File: src/rtl/mem_port_sequencer.sv
// Arbitrates one memory request/response port between instruction fetch and data access.
// Each step is an optional data access followed by exactly one fetch, with the pipeline stalled until the fetch returns.
module mem_port_sequencer #(
  parameter int unsigned XLEN   = 32,
  parameter int unsigned STRB_W = XLEN / 8
) (
  input  logic              ACLK,
  input  logic              ARESET,
  input  logic [XLEN-1:0]   imem_addr,
  input  logic              imem_ren,
  output logic [XLEN-1:0]   imem_rdata,
  output logic              imem_raddr_handshake,
  output logic              imem_rdata_handshake,
  input  logic [XLEN-1:0]   dmem_addr,
  input  logic              dmem_ren,
  input  logic              dmem_wen,
  input  logic [STRB_W-1:0] dmem_wstrb,
  input  logic [XLEN-1:0]   dmem_wdata,
  output logic [XLEN-1:0]   dmem_rdata,
  output logic              global_stall_en,
  output logic              mem_req_valid,
  input  logic              mem_req_ready,
  output logic [XLEN-1:0]   mem_req_addr,
  output logic              mem_req_we,
  output logic [STRB_W-1:0] mem_req_wstrb,
  output logic [XLEN-1:0]   mem_req_wdata,
  output logic              mem_req_id,
  input  logic              mem_resp_valid,
  input  logic [XLEN-1:0]   mem_resp_rdata
);

  typedef enum logic [2:0] {
    StIdle,
    StDReq,
    StDWait,
    StIReq,
    StIWait
  } state_e;

  state_e            r_state;
  state_e            w_state_next;
  logic              r_d_write;
  logic [XLEN-1:0]   r_imem_rdata;
  logic [XLEN-1:0]   r_dmem_rdata;
  logic              w_i_resp;

  assign w_i_resp = (r_state == StIWait) && mem_resp_valid;

  always_ff @(posedge ACLK or posedge ARESET) begin
    if (ARESET) begin
      r_state      <= StIdle;
      r_d_write    <= 1'b0;
      r_imem_rdata <= '0;
      r_dmem_rdata <= '0;
    end else begin
      r_state <= w_state_next;
      // Both ren and wen high is treated as a write.
      if (r_state == StIdle && (dmem_ren || dmem_wen)) begin
        r_d_write <= dmem_wen;
      end
      if (r_state == StDWait && mem_resp_valid && !r_d_write) begin
        r_dmem_rdata <= mem_resp_rdata;
      end
      if (w_i_resp) begin
        r_imem_rdata <= mem_resp_rdata;
      end
    end
  end

  always_comb begin
    w_state_next         = r_state;
    mem_req_valid        = 1'b0;
    mem_req_addr         = '0;
    mem_req_we           = 1'b0;
    mem_req_wstrb        = '0;
    mem_req_wdata        = '0;
    mem_req_id           = 1'b0;
    imem_raddr_handshake = 1'b0;
    imem_rdata_handshake = 1'b0;
    global_stall_en      = 1'b1;
    unique case (r_state)
      StIdle: begin
        if (dmem_ren || dmem_wen) begin
          w_state_next = StDReq;
        end else if (imem_ren) begin
          w_state_next = StIReq;
        end
      end
      StDReq: begin
        mem_req_valid = 1'b1;
        mem_req_id    = 1'b1;
        mem_req_addr  = dmem_addr;
        mem_req_we    = r_d_write;
        mem_req_wstrb = r_d_write ? dmem_wstrb : '0;
        mem_req_wdata = dmem_wdata;
        if (mem_req_ready) begin
          w_state_next = StDWait;
        end
      end
      StDWait: begin
        if (mem_resp_valid) begin
          w_state_next = StIReq;
        end
      end
      StIReq: begin
        mem_req_valid = 1'b1;
        mem_req_addr  = imem_addr;
        if (mem_req_ready) begin
          imem_raddr_handshake = 1'b1;
          w_state_next         = StIWait;
        end
      end
      StIWait: begin
        if (mem_resp_valid) begin
          imem_rdata_handshake = 1'b1;
          global_stall_en      = 1'b0;
          w_state_next         = StIdle;
        end
      end
      default: w_state_next = StIdle;
    endcase
  end

  // Bypass so the IF stage sees the instruction at the advancing edge.
  assign imem_rdata = w_i_resp ? mem_resp_rdata : r_imem_rdata;
  assign dmem_rdata = r_dmem_rdata;

endmodule

File: config.mk
export PLATFORM = sky130hd
export DESIGN_NAME = mem_port_sequencer
export DESIGN_NICKNAME = d
export VERILOG_FILES = /design/src/rtl/mem_port_sequencer.sv
export SDC_FILE = /design/constraint.sdc
export NUM_CORES = 1
export LEC_CHECK = 0
export BUFFER_PORTS_ARGS = -buffer_cell sky130_fd_sc_hd__buf_4
export CORE_AREA = 2 2 107 109
export CTS_BUF_LIST = sky130_fd_sc_hd__clkbuf_4
export CTS_CLUSTER_DIAMETER = 150
export DETAILED_ROUTE_END_ITERATION = 10
export DIE_AREA = 0 0 109 111
export GPL_TIMING_DRIVEN = 0
export PLACE_DENSITY = 0.68
export SLEW_MARGIN = 20
export SYNTH_ARGS = -nofsm -noshare
export SYNTH_HDL_FRONTEND = slang
export SYNTH_SLANG_ARGS = --single-unit
File: constraint.sdc
create_clock -name ACLK -period 4.1 [get_ports ACLK]
set_clock_uncertainty 0.15 [all_clocks]
set_input_delay 0.41 -clock ACLK [delete_from_list [all_inputs] [get_ports ACLK]]
set_output_delay 0.41 -clock ACLK [all_outputs]
set_load 0.005 [all_outputs]
# Word level (Yosys, flattened, before mapping)
# Index checks and enable logic that the tools add are counted.
[word_totals]
ff_bits = 68
latchBits = 0
ramBits = 0
romBits = 0
in_bits = 139
out_inout_bits = 138
word_cells = 43
memories = 0
[op_classes]
n_addsub = 0
multipliers = 0
div = 0
order_cmp = 0
eq_ne = 9
shifts = 0
n_mux = 21
n_bitwise = 0
n_reduce_logical = 9
[op_table]
columns = ["cell", "count"]
rows = [
  ["$mux 32", 2],
  ["$pmux 32 s2", 1],
  ["$mux 3", 6],
  ["$pmux 3 s5", 1],
  ["$mux 1", 9],
  ["$mux 4", 2],
  ["$ne 2x2->1 const B", 4],
  ["$eq 3x2->1 const B", 2],
  ["$reduce_and 5->1", 1],
  ["$logic_and 1x1->1", 4],
  ["$eq 3x1->1 const B", 1],
  ["$eq 3x3->1 const B", 1],
  ["$logic_not 3->1", 1],
  ["$ne 3x2->1 const B", 1],
  ["$reduce_or 2->1", 1],
  ["$logic_not 1->1", 1],
  ["$logic_or 1x1->1", 1],
]

# Logic depth before layout (Yosys ltp)
# Gate-level depths: netlist of run 1.
[logic_depth]
ltp_word = 3
depth_mapped = 7
depth_no_buf = 3

# Worst setup path before layout of run 1
# OpenSTA, ideal clock, no wires.
[synth_path]
path_kind = "reg-to-output"
start = "register r_state[0]"
end = "output port imem_rdata[23]"
arrival_time_ns = 1.423
slack_ns = 2.117
stages_incl_launch_ff = 7
n_path_buf = 3
path_cell_list = "dfrtp_1 buf_4 nor2_1 and3_1 buf_2 buf_6 mux2_1"
[synth_via]
elab_chain_cells = 3
[synth_lines]
columns = ["item", "line", "text"]
rows = [
  ["start, declared", "40", "state_e r_state;"],
  ["start signal, assigned", "51", "r_state <= StIdle;"],
  ["start signal, assigned", "56", "r_state <= w_state_next;"],
  ["$eq 3x3->1", "47", "assign w_i_resp = (r_state == StIWait) && mem_resp_valid;"],
  ["$logic_and 1x1->1", "47", ""],
  ["$mux 32", "-", ""],
  ["end, declared", "11", "output logic [XLEN-1:0] imem_rdata,"],
]
# No other way between the ends.

# Worst setup path after layout of run 1
[layout_path]
start = "register r_state[0]"
end = "output port imem_rdata[27]"
# The elaborated chain is that of the path after synthesis.

==> results of run 1 <==
[state kept, by name, summed over array words and instances, names as in the netlist]
signal        count
r_state           3
dmem_rdata       32
r_d_write         1
r_imem_rdata     32
[where the power goes]
part | switching, W | internal, W
clock network | 0.000261 | 0.000250
logic | 0.000863 | 0.00132
registers | 0.000153 | 0.000988
[layout make-up]
class                   instances  share of cell area (%)
plain buffers                  20                    2.27
clock buffers                   9                    1.14
clock inverters                 7                    1.66
inverters                       4                   0.294
multi-input cells             184                    27.6
flip-flops and latches         68                    28.6
well taps                     143                    3.01
repair buffers                278                    35.5
[how the worst max path moves through the flow]
stage / from / endpoint / slack, ns / cells past startpoint
after global routing: r_state[0] / imem_rdata[6] / 1.17 / 7
final: r_state[0] / imem_rdata[27] / 1.34 / 7
after detailed placement: r_state[0] / imem_rdata[11] / 1.77 / 7
after floorplan: ARESET / dmem_rdata[0] / 1.83 / 1
after CTS: r_state[0] / imem_rdata[11] / 1.27 / 7
after global placement: ARESET / dmem_rdata[8] / 1.04 / 2
[placed cells by master, fill, tap and decap left out, types with 2 or more instances in the layout]
cell,instances
sky130_fd_sc_hd__clkbuf_4,9
sky130_fd_sc_hd__buf_2,7
sky130_fd_sc_hd__and3_1,5
sky130_fd_sc_hd__mux2_1,28
sky130_fd_sc_hd__clkbuf_2,2
sky130_fd_sc_hd__nand2_1,2
sky130_fd_sc_hd__dfrtp_1,68
sky130_fd_sc_hd__mux2i_1,32
sky130_fd_sc_hd__buf_6,6
sky130_fd_sc_hd__and2_1,33
sky130_fd_sc_hd__nor2_1,35
sky130_fd_sc_hd__bufinv_16,2
sky130_fd_sc_hd__clkbuf_1,4
sky130_fd_sc_hd__buf_4,277
sky130_fd_sc_hd__mux2_4,30
sky130_fd_sc_hd__clkinv_4,2
sky130_fd_sc_hd__mux2_2,6
sky130_fd_sc_hd__inv_1,3
sky130_fd_sc_hd__nand2b_1,2
[cells by family after synthesis]
kind of cell	count (synthesis)	synth area share, %
multiplexers	96	33.0
AND/OR/NAND/NOR	82	12.6
flip-flops	68	48.7
buffers and inverters	24	4.30
AO/OA/AOI/OAI	6	1.36
[worst max-delay path, delay by kind of cell, from the launching register on]
family | cells | cell delay, ns
flip-flops | 1 | 0.38
AND/OR/NAND/NOR | 2 | 0.28
multiplexers | 1 | 0.37
buffers and inverters | 4 | 0.74
[metrics by stage]
step                      instance area [sq um]  instances  power, W
final                                      5950        713   0.00384
after global routing                       5950        713   0.00411
after CTS                                  5950        713   0.00390
after detailed placement                   5770        696   0.00336
after global placement                     5740        695   0.00332
after floorplan                            3490        276   0.00216
[routing by layer]
layer / part of all wire, % / wire length, microns / GRT usage [%]
met4: 0.87 / 99 / 4.10
met3: 7.7 / 884 / 5.58
met1: 39 / 4400 / 21.3
met5: 0 / 0 / 0
met2: 53 / 6030 / 33.0
[repair_timing]
item                      CTS  global route
gates resized for setup     0             0
hold endpoints to repair   22             0
hold buffers                1             0
==> report_table.html, run 1 <==
<table>
<tr><th>Metric</th><th>Value</th></tr>
<tr><th colspan="2">Run status</th></tr>
<tr><td>Outcome</td><td>completed</td></tr>
<tr><th colspan="2">Timing</th></tr>
<tr><td>Final worst-path cycle share</td><td>67.2%</td></tr>
<tr><td>Setup ws final</td><td>1.34 ns</td></tr>
<tr><td>Measured slew at the worst slew-check pin</td><td>0.441 ns</td></tr>
<tr><td>Max-slew headroom</td><td>70.6%</td></tr>
<tr><td>Setup Viol. Count Final</td><td>0</td></tr>
<tr><td>Final Hold Vio Count</td><td>0</td></tr>
<tr><td>Final setup TNS</td><td>0 ns</td></tr>
<tr><td>Highest clock rate</td><td>363 MHz</td></tr>
<tr><td>RSZ-0062 raised after global routing</td><td>false</td></tr>
<tr><td>Final count of pins violating max slew</td><td>0</td></tr>
<tr><td>Final worst hold slack</td><td>0.0547 ns</td></tr>
<tr><td>Shortest clock period the worst path allows after layout</td><td>2.76 ns</td></tr>
<tr><th colspan="2">Yosys</th></tr>
<tr><td>Summed instance area of the synthesized netlist</td><td>3490 sq um</td></tr>
<tr><td>Most used flip-flop cell after synthesis</td><td>sky130_fd_sc_hd__dfrtp_1</td></tr>
<tr><td>EDFF count, synth</td><td>0</td></tr>
<tr><td>Count of cell types in the netlist</td><td>27</td></tr>
<tr><td>Top post-synthesis cells by count</td><td>sky130_fd_sc_hd__dfrtp_1, sky130_fd_sc_hd__nor2_1, sky130_fd_sc_hd__and2_1</td></tr>
<tr><td>Leading area contributor after synthesis</td><td>sky130_fd_sc_hd__dfrtp_1</td></tr>
<tr><td>Async set-or-reset flop fraction in the synthesized netlist</td><td>100%</td></tr>
<tr><td>Cell types occupying the most area after synthesis</td><td>sky130_fd_sc_hd__dfrtp_1, sky130_fd_sc_hd__mux2_4, sky130_fd_sc_hd__mux2i_1</td></tr>
<tr><td>Post-Syn Instances</td><td>276</td></tr>
<tr><td>Post-Syn Area per Cell</td><td>12.7 sq um</td></tr>
<tr><td>Top cell type's share of synthesized area</td><td>48.7%</td></tr>
<tr><td>Flop and latch count out of synthesis</td><td>68</td></tr>
<tr><td>Synthesized Nets</td><td>415</td></tr>
<tr><td>Yosys warns</td><td>0</td></tr>
<tr><td>Most repeated cell in the gate-level netlist after synthesis</td><td>sky130_fd_sc_hd__dfrtp_1</td></tr>
<tr><td>Share of the yosys chip area belonging to registers</td><td>48.7%</td></tr>
<tr><th colspan="2">Finish</th></tr>
<tr><td>Proportion of layout cells with a drive suffix above 1</td><td>61.2%</td></tr>
<tr><td>Area taken by multi-input logic gates</td><td>1640 sq um</td></tr>
<tr><td>Number of fill cells</td><td>985</td></tr>
<tr><td>Antenna fix cells</td><td>0</td></tr>
<tr><td>Final Net Count</td><td>704</td></tr>
<tr><td>Area added between synthesis and finish</td><td>70.4%</td></tr>
<tr><td>End-of-flow core utilization</td><td>53.7%</td></tr>
<tr><td>Register area</td><td>1700 sq um</td></tr>
<tr><th colspan="2">Setup path</th></tr>
<tr><td>Slowest cell on crit path</td><td>sky130_fd_sc_hd__dfrtp_1</td></tr>
<tr><td>Reg2reg start</td><td>r_state[0]</td></tr>
<tr><td>Reg-to-reg critical path endpoint</td><td>r_imem_rdata[27]</td></tr>
<tr><td>Worst setup SP type</td><td>flop</td></tr>
<tr><td>Cell mode on critical path</td><td>sky130_fd_sc_hd__buf_4</td></tr>
<tr><td>Endpoint required time on the critical path</td><td>3.54 ns</td></tr>
<tr><td>Reg2Reg Setup Slack</td><td>2.19 ns</td></tr>
<tr><td>Max stage delay on crit path</td><td>0.38 ns</td></tr>
<tr><td>Peak fanout along the critical path</td><td>10</td></tr>
<tr><td>Path depth of the worst reg2reg path</td><td>6</td></tr>
<tr><td>CP cell instances</td><td>buf_4 &gt; nor2_1 &gt; and3_1 &gt; buf_2 &gt; buf_6 &gt; mux2_1 &gt; buf_4</td></tr>
<tr><td>Type of the worst setup path</td><td>reg2out</td></tr>
<tr><td>Critical Path Sink Type</td><td>output pin</td></tr>
<tr><td>Critical Path AT</td><td>2.20 ns</td></tr>
<tr><th colspan="2">Floorplan</th></tr>
<tr><td>Core Region</td><td>11100 sq um</td></tr>
<tr><td>Die boundary height</td><td>111 microns</td></tr>
<tr><td>Floorplan die width</td><td>109 microns</td></tr>
<tr><td>Number of cell rows</td><td>39</td></tr>
<tr><td>I/O pin total</td><td>277</td></tr>
<tr><td>Effective utilization at floorplan</td><td>31.5%</td></tr>
<tr><td>Total Die Area</td><td>12100 sq um</td></tr>
<tr><th colspan="2">Worst hold path</th></tr>
<tr><td>Hold Startpoint</td><td>mem_req_ready</td></tr>
<tr><td>Hold path endpoint</td><td>r_state[1]</td></tr>
<tr><td>Number of cells on the worst hold path</td><td>2</td></tr>
<tr><td>Kind of path behind the tightest hold check</td><td>in2reg</td></tr>
<tr><th colspan="2">Placement</th></tr>
<tr><td>Setup Slack @ Placement</td><td>1.77 ns</td></tr>
<tr><td>Number of port buffers</td><td>276</td></tr>
<tr><td>Detailed-placement wirelength estimate</td><td>9160 microns</td></tr>
<tr><td>Final RePlAce weighted congestion</td><td>0.781</td></tr>
<tr><th colspan="2">Routing</th></tr>
<tr><td>Detailed Route WL</td><td>11400 microns</td></tr>
<tr><td>Post-route DRC violation count</td><td>0</td></tr>
<tr><td>Routed wire length per instance</td><td>16.0 microns</td></tr>
<tr><td>Via density per instance</td><td>4.46</td></tr>
<tr><td>Count of TritonRoute iterations in the first routing pass</td><td>4</td></tr>
<tr><td>Count of nets left with antenna violations after detail routing</td><td>0</td></tr>
<tr><td>Via count</td><td>3181</td></tr>
<tr><td>Number of violations reported at the end of detailed-routing iteration 0</td><td>74</td></tr>
<tr><th colspan="2">Clocking</th></tr>
<tr><td># clock sinks</td><td>68</td></tr>
<tr><td>Clock root cell</td><td>sky130_fd_sc_hd__clkbuf_4</td></tr>
<tr><td>Maximum count of clock buffers along a single path</td><td>2</td></tr>
<tr><td>Clock latency on the worst-skew pair</td><td>0.41 ns</td></tr>
<tr><td>Post-CTS clock slew at the launch and capture registers of the worst setup and hold paths</td><td>0.13 ns</td></tr>
<tr><td>Post-CTS setup buffer count</td><td>0</td></tr>
<tr><td>Clock tree from TritonCTS</td><td>yes</td></tr>
<tr><td>H-Tree Level Count</td><td>3</td></tr>
<tr><td>Num CTS Buffers</td><td>9</td></tr>
<tr><th colspan="2">Global route</th></tr>
<tr><td>GRT Total Usage</td><td>18.4%</td></tr>
<tr><td>Global route overflow</td><td>0</td></tr>
<tr><td>Maximum number of pins on one net before global-route repair</td><td>47</td></tr>
<tr><td>Number of antenna violations at the first check in global routing</td><td>0</td></tr>
<tr><td>Wire length of the first global-routing pass</td><td>17000 microns</td></tr>
<tr><td>Vias in the first global route</td><td>3315</td></tr>
<tr><th colspan="2">Power</th></tr>
<tr><td>Leak</td><td>3.29 nW</td></tr>
<tr><td>Worst vdd rail ir drop</td><td>312 uV</td></tr>
<tr><td>Power density over cell area</td><td>645 nW/um^2</td></tr>
<tr><th colspan="2">Job</th></tr>
<tr><td>Number of violations of the max-capacitance limit</td><td>0</td></tr>
</table>
Note: power is estimated with default switching activity, not from simulation.
==> inputs of run 2 (changes only) <==
--- a/config.mk
+++ b/config.mk
@@ -12,7 +12,7 @@
 export DETAILED_ROUTE_END_ITERATION = 10
 export DIE_AREA = 0 0 109 111
 export GPL_TIMING_DRIVEN = 0
-export PLACE_DENSITY = 0.68
+export PLACE_DENSITY = 0.71
 export SLEW_MARGIN = 20
 export SYNTH_ARGS = -nofsm -noshare
 export SYNTH_HDL_FRONTEND = slang
==> constraint.sdc (replaced) <==
create_clock -name ACLK -period 2.2 [get_ports ACLK]
set_clock_uncertainty 0.15 [all_clocks]
set_input_delay 0.22 -clock ACLK [delete_from_list [all_inputs] [get_ports ACLK]]
set_output_delay 0.22 -clock ACLK [all_outputs]
set_load 0.005 [all_outputs]
==> report_table.html, run 2 (synthesized netlist as in run 1, its figures left out) <==
<table>
<tr><th>Metric</th><th>Value</th></tr>
<tr><th colspan="2">Run status</th></tr>
<tr><td>Outcome</td><td>finished with violations</td></tr>
<tr><td>Violated checks</td><td>negative setup slack</td></tr>
<tr><th colspan="2">Timing</th></tr>
<tr><td>Shortest clock period the worst path allows after layout</td><td>2.32 ns</td></tr>
<tr><td>Final count of pins violating max slew</td><td>0 (unchanged)</td></tr>
<tr><td>Max-slew headroom</td><td>74.0% (+3.4 points)</td></tr>
<tr><td>Highest clock rate</td><td>432 MHz</td></tr>
<tr><td>Measured slew at the worst slew-check pin</td><td>0.390 ns (-0.0505 ns)</td></tr>
<tr><td>Final Hold Vio Count</td><td>0 (unchanged)</td></tr>
<tr><td>Setup ws final</td><td>-0.117 ns (-1.46 ns)</td></tr>
<tr><td>Final worst hold slack</td><td>0.0335 ns (-0.0212 ns)</td></tr>
<tr><td>Setup Viol. Count Final</td><td>26 (+26)</td></tr>
<tr><td>RSZ-0062 raised after global routing</td><td>true</td></tr>
<tr><td>Final worst-path cycle share</td><td>105%</td></tr>
<tr><th colspan="2">Global route</th></tr>
<tr><td>Wire length of the first global-routing pass</td><td>18700 microns (+9.4%)</td></tr>
<tr><td>GRT Total Usage</td><td>19.7% (+1.2 points)</td></tr>
<tr><td>Number of antenna violations at the first check in global routing</td><td>0 (unchanged)</td></tr>
<tr><td>Vias in the first global route</td><td>3708 (+12%)</td></tr>
<tr><td>Maximum number of pins on one net before global-route repair</td><td>49 (+4.3%)</td></tr>
<tr><td>Global route overflow</td><td>0 (unchanged)</td></tr>
<tr><th colspan="2">Floorplan</th></tr>
<tr><td>Number of cell rows</td><td>39 (unchanged)</td></tr>
<tr><td>Core Region</td><td>11100 sq um (unchanged)</td></tr>
<tr><td>I/O pin total</td><td>277 (unchanged)</td></tr>
<tr><td>Total Die Area</td><td>12100 sq um (unchanged)</td></tr>
<tr><td>Effective utilization at floorplan</td><td>31.5% (unchanged)</td></tr>
<tr><td>Floorplan die width</td><td>109 microns (unchanged)</td></tr>
<tr><td>Die boundary height</td><td>111 microns (unchanged)</td></tr>
<tr><th colspan="2">Setup path</th></tr>
<tr><td>Critical Path AT</td><td>1.95 ns (-0.25 ns)</td></tr>
<tr><td>Reg2Reg Setup Slack</td><td>0.19 ns (-2.00 ns)</td></tr>
<tr><td>Endpoint required time on the critical path</td><td>1.83 ns (-1.71 ns)</td></tr>
<tr><td>Peak fanout along the critical path</td><td>5 (-5)</td></tr>
<tr><td>Critical Path Sink Type</td><td>output pin</td></tr>
<tr><td>Worst setup SP type</td><td>flop</td></tr>
<tr><td>Type of the worst setup path</td><td>reg2out</td></tr>
<tr><th colspan="2">Finish</th></tr>
<tr><td>Area added between synthesis and finish</td><td>97.4%</td></tr>
<tr><td>Number of fill cells</td><td>868 (-12%)</td></tr>
<tr><td>Final Net Count</td><td>766 (+8.8%)</td></tr>
<tr><td>Layout Cells excl Fill</td><td>775 (+8.7%)</td></tr>
<tr><td>Highest-count cells in the layout ignoring fill and taps</td><td>sky130_fd_sc_hd__buf_4, sky130_fd_sc_hd__dfrtp_1, sky130_fd_sc_hd__mux2_4</td></tr>
<tr><td>Proportion of layout cells with a drive suffix above 1</td><td>65.8% (+4.6 points)</td></tr>
<tr><td>Antenna fix cells</td><td>0 (unchanged)</td></tr>
<tr><td>Most common cell after layout, fill and taps aside</td><td>sky130_fd_sc_hd__buf_4</td></tr>
<tr><th colspan="2">Clocking</th></tr>
<tr><td>Clock root cell</td><td>sky130_fd_sc_hd__clkbuf_4</td></tr>
<tr><td>H-Tree Level Count</td><td>3 (unchanged)</td></tr>
<tr><td>Clock tree from TritonCTS</td><td>yes</td></tr>
<tr><td>Post-CTS clock slew at the launch and capture registers of the worst setup and hold paths</td><td>0.12 ns (about the same)</td></tr>
<tr><td># clock sinks</td><td>68 (unchanged)</td></tr>
<tr><td>Clock latency on the worst-skew pair</td><td>0.40 ns (about the same)</td></tr>
<tr><td>Num CTS Buffers</td><td>9 (unchanged)</td></tr>
<tr><td>Maximum count of clock buffers along a single path</td><td>2 (unchanged)</td></tr>
<tr><th colspan="2">Routing</th></tr>
<tr><td>Top routing layer used</td><td>met4</td></tr>
<tr><td>Detailed-route wire length on metal 1</td><td>4770 microns (+8.5%)</td></tr>
<tr><td>Met3 Routed Length</td><td>862 microns (-2.5%)</td></tr>
<tr><td>Number of violations reported at the end of detailed-routing iteration 0</td><td>120 (+62%)</td></tr>
<tr><td>Detailed Route WL</td><td>12400 microns (+8.6%)</td></tr>
<tr><td>Routed wire length per instance</td><td>16.0 microns (-0.12%)</td></tr>
<tr><td>Via count</td><td>3427 (+7.7%)</td></tr>
<tr><td>Count of TritonRoute iterations in the first routing pass</td><td>4 (unchanged)</td></tr>
<tr><td>Post-route DRC violation count</td><td>0 (unchanged)</td></tr>
<tr><td>Count of nets left with antenna violations after detail routing</td><td>0 (unchanged)</td></tr>
<tr><td>Wire length on met2</td><td>6660 microns (+11%)</td></tr>
<tr><td>Via density per instance</td><td>4.42 (-0.89%)</td></tr>
<tr><th colspan="2">Power</th></tr>
<tr><td>Leak</td><td>3.69 nW (+12%)</td></tr>
<tr><td>Worst vdd rail ir drop</td><td>536 uV (+72%)</td></tr>
<tr><td>Power density over cell area</td><td>1170 nW/um^2 (+81%)</td></tr>
<tr><td>Final Power</td><td>0.00803 W (+110%)</td></tr>
<tr><th colspan="2">Placement</th></tr>
<tr><td>Setup Slack @ Placement</td><td>0.0463 ns (-1.73 ns)</td></tr>
<tr><td>Detailed-placement wirelength estimate</td><td>8700 microns (-5.0%)</td></tr>
<tr><td>Number of port buffers</td><td>276 (unchanged)</td></tr>
<tr><td>Final RePlAce weighted congestion</td><td>0.768 (-1.7%)</td></tr>
<tr><td>Cell count after placement</td><td>696 (unchanged)</td></tr>
<tr><th colspan="2">Worst hold path</th></tr>
<tr><td>Kind of path behind the tightest hold check</td><td>in2reg</td></tr>
<tr><th colspan="2">Job</th></tr>
<tr><td>Number of violations of the max-capacitance limit</td><td>0 (unchanged)</td></tr>
</table>
## run 2: through the flow
stage                     setup TNS, ns  cell area (sq um)  util (%)
after floorplan                       0               3490         -
after global placement           -48.29               5740      51.8
after detailed placement              0               5770      52.1
after CTS                         -7.76               6760      61.0
after global routing              -8.03               6890      62.2
final                             -2.60               6890      62.2
## run 2: repair_timing
action,4_1_cts,5_1_grt
pin swaps,1,2
setup endpoints to repair,102,100
hold buffers,37,0
gates resized for setup,95,17
endpoints found under the hold margin,136,0
setup buffers,12,12
cloned,1,4
## run 2: final cells by class
type / instances / area, sq um / area share, %
clock buffers: 10 / 75.1 / 1.09
flip-flops and latches: 68 / 1700 / 24.7
repair buffers: 342 / 2880 / 41.7
inverters: 4 / 17.5 / 0.254
plain buffers: 18 / 181 / 2.63
well taps: 143 / 179 / 2.60
clock inverters: 6 / 63.8 / 0.926
multi-input cells: 184 / 1800 / 26.0
## run 2: final timing paths
| kind | start | to | depth (start not counted) |
|---|---|---|---|
| worst max-delay path | r_state[0] | imem_rdata[15] | 6 |
| worst min-delay path | mem_resp_valid | r_state[0] | 4 |
| worst max register to register | r_state[1] | r_d_write | 5 |
| worst min register to register | r_imem_rdata[31] | r_imem_rdata[31] | 1 |
| max in group asynchronous | ARESET | dmem_rdata[18] | 4 |
| min in group asynchronous | ARESET | r_imem_rdata[0] | 3 |
## run 2: report_power, final
group / total (W) / internal (W) / switching (W)
Combinational: 0.00503 / 0.00324 / 0.00179
Clock: 0.000826 / 0.000359 / 0.000467
Sequential: 0.00218 / 0.00185 / 0.000329
## run 2: per-layer routing
layer	track usage, %	vias up
met5	0	-
met4	4.44	0
met3	4.88	8
met2	35.4	148
met1	23.2	1630
li1	-	1641
## run 2: critical path, stage by stage, from the launching register on
cell	delay, ns
sky130_fd_sc_hd__dfrtp_1	0.46
sky130_fd_sc_hd__nor2_4	0.13
sky130_fd_sc_hd__and3_4	0.25
sky130_fd_sc_hd__buf_12	0.13
sky130_fd_sc_hd__clkbuf_16	0.14
sky130_fd_sc_hd__mux2_4	0.31
sky130_fd_sc_hd__buf_6	0.12
==> inputs of run 3 (changes only) <==
--- a/config.mk
+++ b/config.mk
@@ -12,6 +12,7 @@
 export DETAILED_ROUTE_END_ITERATION = 10
 export DIE_AREA = 0 0 109 111
 export GPL_TIMING_DRIVEN = 0
+export MAX_ROUTING_LAYER = met4
 export PLACE_DENSITY = 0.71
 export SLEW_MARGIN = 20
 export SYNTH_ARGS = -nofsm -noshare
==> report_table.html, run 3 (synthesized netlist as in run 1, its figures left out) <==
<table>
<tr><th>Metric</th><th>Value</th></tr>
<tr><th colspan="2">Setup path</th></tr>
<tr><td>Max stage delay on crit path</td><td>0.46 ns (about the same)</td></tr>
<tr><td>Critical Path Sink Type</td><td>output pin</td></tr>
<tr><td>Worst setup SP type</td><td>flop</td></tr>
<tr><td>Type of the worst setup path</td><td>reg2out</td></tr>
<tr><td>Slowest cell on crit path</td><td>sky130_fd_sc_hd__dfrtp_1</td></tr>
<tr><td>Peak fanout along the critical path</td><td>5 (unchanged)</td></tr>
<tr><td>CP cell instances</td><td>nor2_4 &gt; and3_4 &gt; buf_12 &gt; clkbuf_16 &gt; mux2_4 &gt; buf_6</td></tr>
<tr><td>Critical Path AT</td><td>1.95 ns (about the same)</td></tr>
<tr><td>Crit-path leading delay family</td><td>flip-flops</td></tr>
<tr><td>WP buf/inv</td><td>3 (unchanged)</td></tr>
<tr><td>Endpoint required time on the critical path</td><td>1.83 ns (about the same)</td></tr>
<tr><th colspan="2">Clocking</th></tr>
<tr><td>Maximum count of clock buffers along a single path</td><td>2 (unchanged)</td></tr>
<tr><td>Post-CTS clock slew at the launch and capture registers of the worst setup and hold paths</td><td>0.12 ns (about the same)</td></tr>
<tr><td>H-Tree Level Count</td><td>3 (unchanged)</td></tr>
<tr><td># clock sinks</td><td>68 (unchanged)</td></tr>
<tr><td>Num CTS Buffers</td><td>9 (unchanged)</td></tr>
<tr><td>Clock root cell</td><td>sky130_fd_sc_hd__clkbuf_4</td></tr>
<tr><td>Clock tree from TritonCTS</td><td>yes</td></tr>
<tr><td>Clock latency on the worst-skew pair</td><td>0.40 ns (about the same)</td></tr>
<tr><th colspan="2">Global route</th></tr>
<tr><td>Wire length of the first global-routing pass</td><td>18600 microns (about the same)</td></tr>
<tr><td>Vias in the first global route</td><td>3704 (-0.11%)</td></tr>
<tr><td>Global route overflow</td><td>0 (unchanged)</td></tr>
<tr><td>Number of antenna violations at the first check in global routing</td><td>0 (unchanged)</td></tr>
<tr><td>Maximum number of pins on one net before global-route repair</td><td>49 (unchanged)</td></tr>
<tr><td>GRT Total Usage</td><td>20.2% (+0.50 points)</td></tr>
<tr><th colspan="2">Floorplan</th></tr>
<tr><td>Core Region</td><td>11100 sq um (unchanged)</td></tr>
<tr><td>I/O pin total</td><td>277 (unchanged)</td></tr>
<tr><td>Die boundary height</td><td>111 microns (unchanged)</td></tr>
<tr><td>Floorplan die width</td><td>109 microns (unchanged)</td></tr>
<tr><td>Total Die Area</td><td>12100 sq um (unchanged)</td></tr>
<tr><td>Effective utilization at floorplan</td><td>31.5% (unchanged)</td></tr>
<tr><td>Number of cell rows</td><td>39 (unchanged)</td></tr>
<tr><th colspan="2">Power</th></tr>
<tr><td>Logic gate share of total power</td><td>62.7% (about the same)</td></tr>
<tr><td>Final Power</td><td>0.00806 W (+0.29%)</td></tr>
<tr><td>Reg power frac</td><td>27.0% (about the same)</td></tr>
<tr><td>Worst vdd rail ir drop</td><td>537 uV (+0.12%)</td></tr>
<tr><td>Internal cell power</td><td>0.00546 W (+0.12%)</td></tr>
<tr><td>Switching fraction of total power</td><td>32.2% (+0.11 points)</td></tr>
<tr><td>Leak</td><td>3.70 nW (about the same)</td></tr>
<tr><td>Proportion of power drawn by the clock network</td><td>10.3% (about the same)</td></tr>
<tr><td>Power density over cell area</td><td>1170 nW/um^2 (+0.21%)</td></tr>
<tr><td>Switching power</td><td>0.00260 W (+0.63%)</td></tr>
<tr><th colspan="2">Timing</th></tr>
<tr><td>Final Hold Vio Count</td><td>0 (unchanged)</td></tr>
<tr><td>Setup Viol. Count Final</td><td>26 (unchanged)</td></tr>
<tr><td>Final count of pins violating max slew</td><td>0 (unchanged)</td></tr>
<tr><td>Measured slew at the worst slew-check pin</td><td>0.394 ns (+0.00346 ns)</td></tr>
<tr><td>Max-slew headroom</td><td>73.8% (-0.23 points)</td></tr>
<tr><td>Highest clock rate</td><td>431 MHz (about the same)</td></tr>
<tr><td>Setup ws final</td><td>-0.119 ns (-0.00142 ns)</td></tr>
<tr><td>Final worst-path cycle share</td><td>105% (about the same)</td></tr>
<tr><td>Shortest clock period the worst path allows after layout</td><td>2.32 ns (+0.00142 ns)</td></tr>
<tr><td>Final setup TNS</td><td>-2.63 ns (-0.0304 ns)</td></tr>
<tr><td>RSZ-0062 raised after global routing</td><td>true</td></tr>
<tr><th colspan="2">Routing</th></tr>
<tr><td>Routed wire length per instance</td><td>16.1 microns (+0.60%)</td></tr>
<tr><td>Count of TritonRoute iterations in the first routing pass</td><td>6 (+2)</td></tr>
<tr><td>Count of nets left with antenna violations after detail routing</td><td>0 (unchanged)</td></tr>
<tr><td>Via density per instance</td><td>4.45 (+0.75%)</td></tr>
<tr><td>Detailed Route WL</td><td>12500 microns (+0.73%)</td></tr>
<tr><td>Number of violations reported at the end of detailed-routing iteration 0</td><td>100 (-17%)</td></tr>
<tr><td>Via count</td><td>3457 (+0.88%)</td></tr>
<tr><td>Post-route DRC violation count</td><td>0 (unchanged)</td></tr>
<tr><th colspan="2">Run status</th></tr>
<tr><td>Violated checks</td><td>negative setup slack</td></tr>
<tr><td>Outcome</td><td>finished with violations</td></tr>
<tr><th colspan="2">Finish</th></tr>
<tr><td>Area added between synthesis and finish</td><td>97.6% (about the same)</td></tr>
<tr><td>Most common cell after layout, fill and taps aside</td><td>sky130_fd_sc_hd__buf_4</td></tr>
<tr><td>Layout Cells excl Fill</td><td>776 (+0.13%)</td></tr>
<tr><td>Highest-count cells in the layout ignoring fill and taps</td><td>sky130_fd_sc_hd__buf_4, sky130_fd_sc_hd__dfrtp_1, sky130_fd_sc_hd__mux2_4</td></tr>
<tr><td>Antenna fix cells</td><td>0 (unchanged)</td></tr>
<tr><td>End-of-flow core utilization</td><td>62.3% (about the same)</td></tr>
<tr><td>Proportion of layout cells with a drive suffix above 1</td><td>65.7% (-0.10 points)</td></tr>
<tr><td>Final Net Count</td><td>767 (+0.13%)</td></tr>
<tr><th colspan="2">Placement</th></tr>
<tr><td>Number of port buffers</td><td>276 (unchanged)</td></tr>
<tr><td>Final RePlAce weighted congestion</td><td>0.778 (+1.3%)</td></tr>
<tr><td>Detailed-placement wirelength estimate</td><td>8700 microns (unchanged)</td></tr>
<tr><td>Cell count after placement</td><td>696 (unchanged)</td></tr>
<tr><th colspan="2">Job</th></tr>
<tr><td>Number of violations of the max-capacitance limit</td><td>0 (unchanged)</td></tr>
<tr><th colspan="2">Worst hold path</th></tr>
<tr><td>Kind of path behind the tightest hold check</td><td>in2reg</td></tr>
</table>
-- run 3: timing repair --
action | in CTS | in global routing
endpoints found under the setup margin | 102 | 99
gates resized for setup | 95 | 16
cloned | 1 | 4
hold buffers | 37 | 0
buffers inserted | 12 | 13
hold endpoints to repair | 136 | 0
pin swaps | 1 | 2
-- run 3: routing by layer --
layer  GRT usage [%]  vias to the layer above  routed length, microns
met5               -                        -                       0
met4            4.70                        0                     116
met3            4.29                       10                     821
met2            35.2                      149                    6690
met1            23.4                     1654                    4850
li1                -                     1644                       -
-- run 3: cell type report --
| type | count | area (sq um) |
|---|---|---|
| Fill cell | 873 | 4180 |
| Timing Repair Buffer | 343 | 2890 |
| Multi-Input combinational cell | 184 | 1790 |
| Sequential cell | 68 | 1700 |
| Buffer | 18 | 181 |
| Tap cell | 143 | 179 |
| Clock buffer | 10 | 75.1 |
| Clock inverter | 6 | 63.8 |
| Inverter | 4 | 17.5 |
-- run 3: power groups by stage --
stage	Clock [W]	Combinational, W	Sequential [W]
3_3_place_gp	0	0.00399	0.00212
6_report	0.000833	0.00505	0.00218
2_1_floorplan	0	0.00192	0.00211
3_5_place_dp	0	0.00406	0.00216
5_1_grt	0.000918	0.00541	0.00225
4_1_cts	0.000858	0.00480	0.00215
-- run 3: worst paths after layout --
path / endpoint / from / cells past startpoint / slack [ns]
hold reg to reg: r_imem_rdata[31] / r_imem_rdata[31] / 1 / 0.36
setup / recovery: imem_rdata[15] / r_state[0] / 6 / -0.12
max in group asynchronous: dmem_rdata[18] / ARESET / 4 / 1.17
min in group asynchronous: r_imem_rdata[30] / ARESET / 3 / 0.18
hold / removal: r_state[0] / mem_resp_valid / 4 / 0.03
setup reg to reg: r_d_write / r_state[1] / 5 / 0.18
-- run 3: metrics by stage --
stage                     instance area [sq um]  worst slack, ns  hold slack [ns]
after floorplan                            3490            0.118            0.190
after global placement                     5740           -0.716            0.302
after detailed placement                   5770           0.0463           0.0545
after CTS                                  6760           -0.198         0.000385
after global routing                       6900           -0.215           0.0218
final                                      6900           -0.119           0.0315
-- run 3: worst reg2reg max path: cells and delay by family, from the launching register on --
kind / cells / cell delay, ns
AO/OA/AOI/OAI: 1 / 0.18
buffers and inverters: 2 / 0.75
flip-flops: 1 / 0.47
AND/OR/NAND/NOR: 2 / 0.37
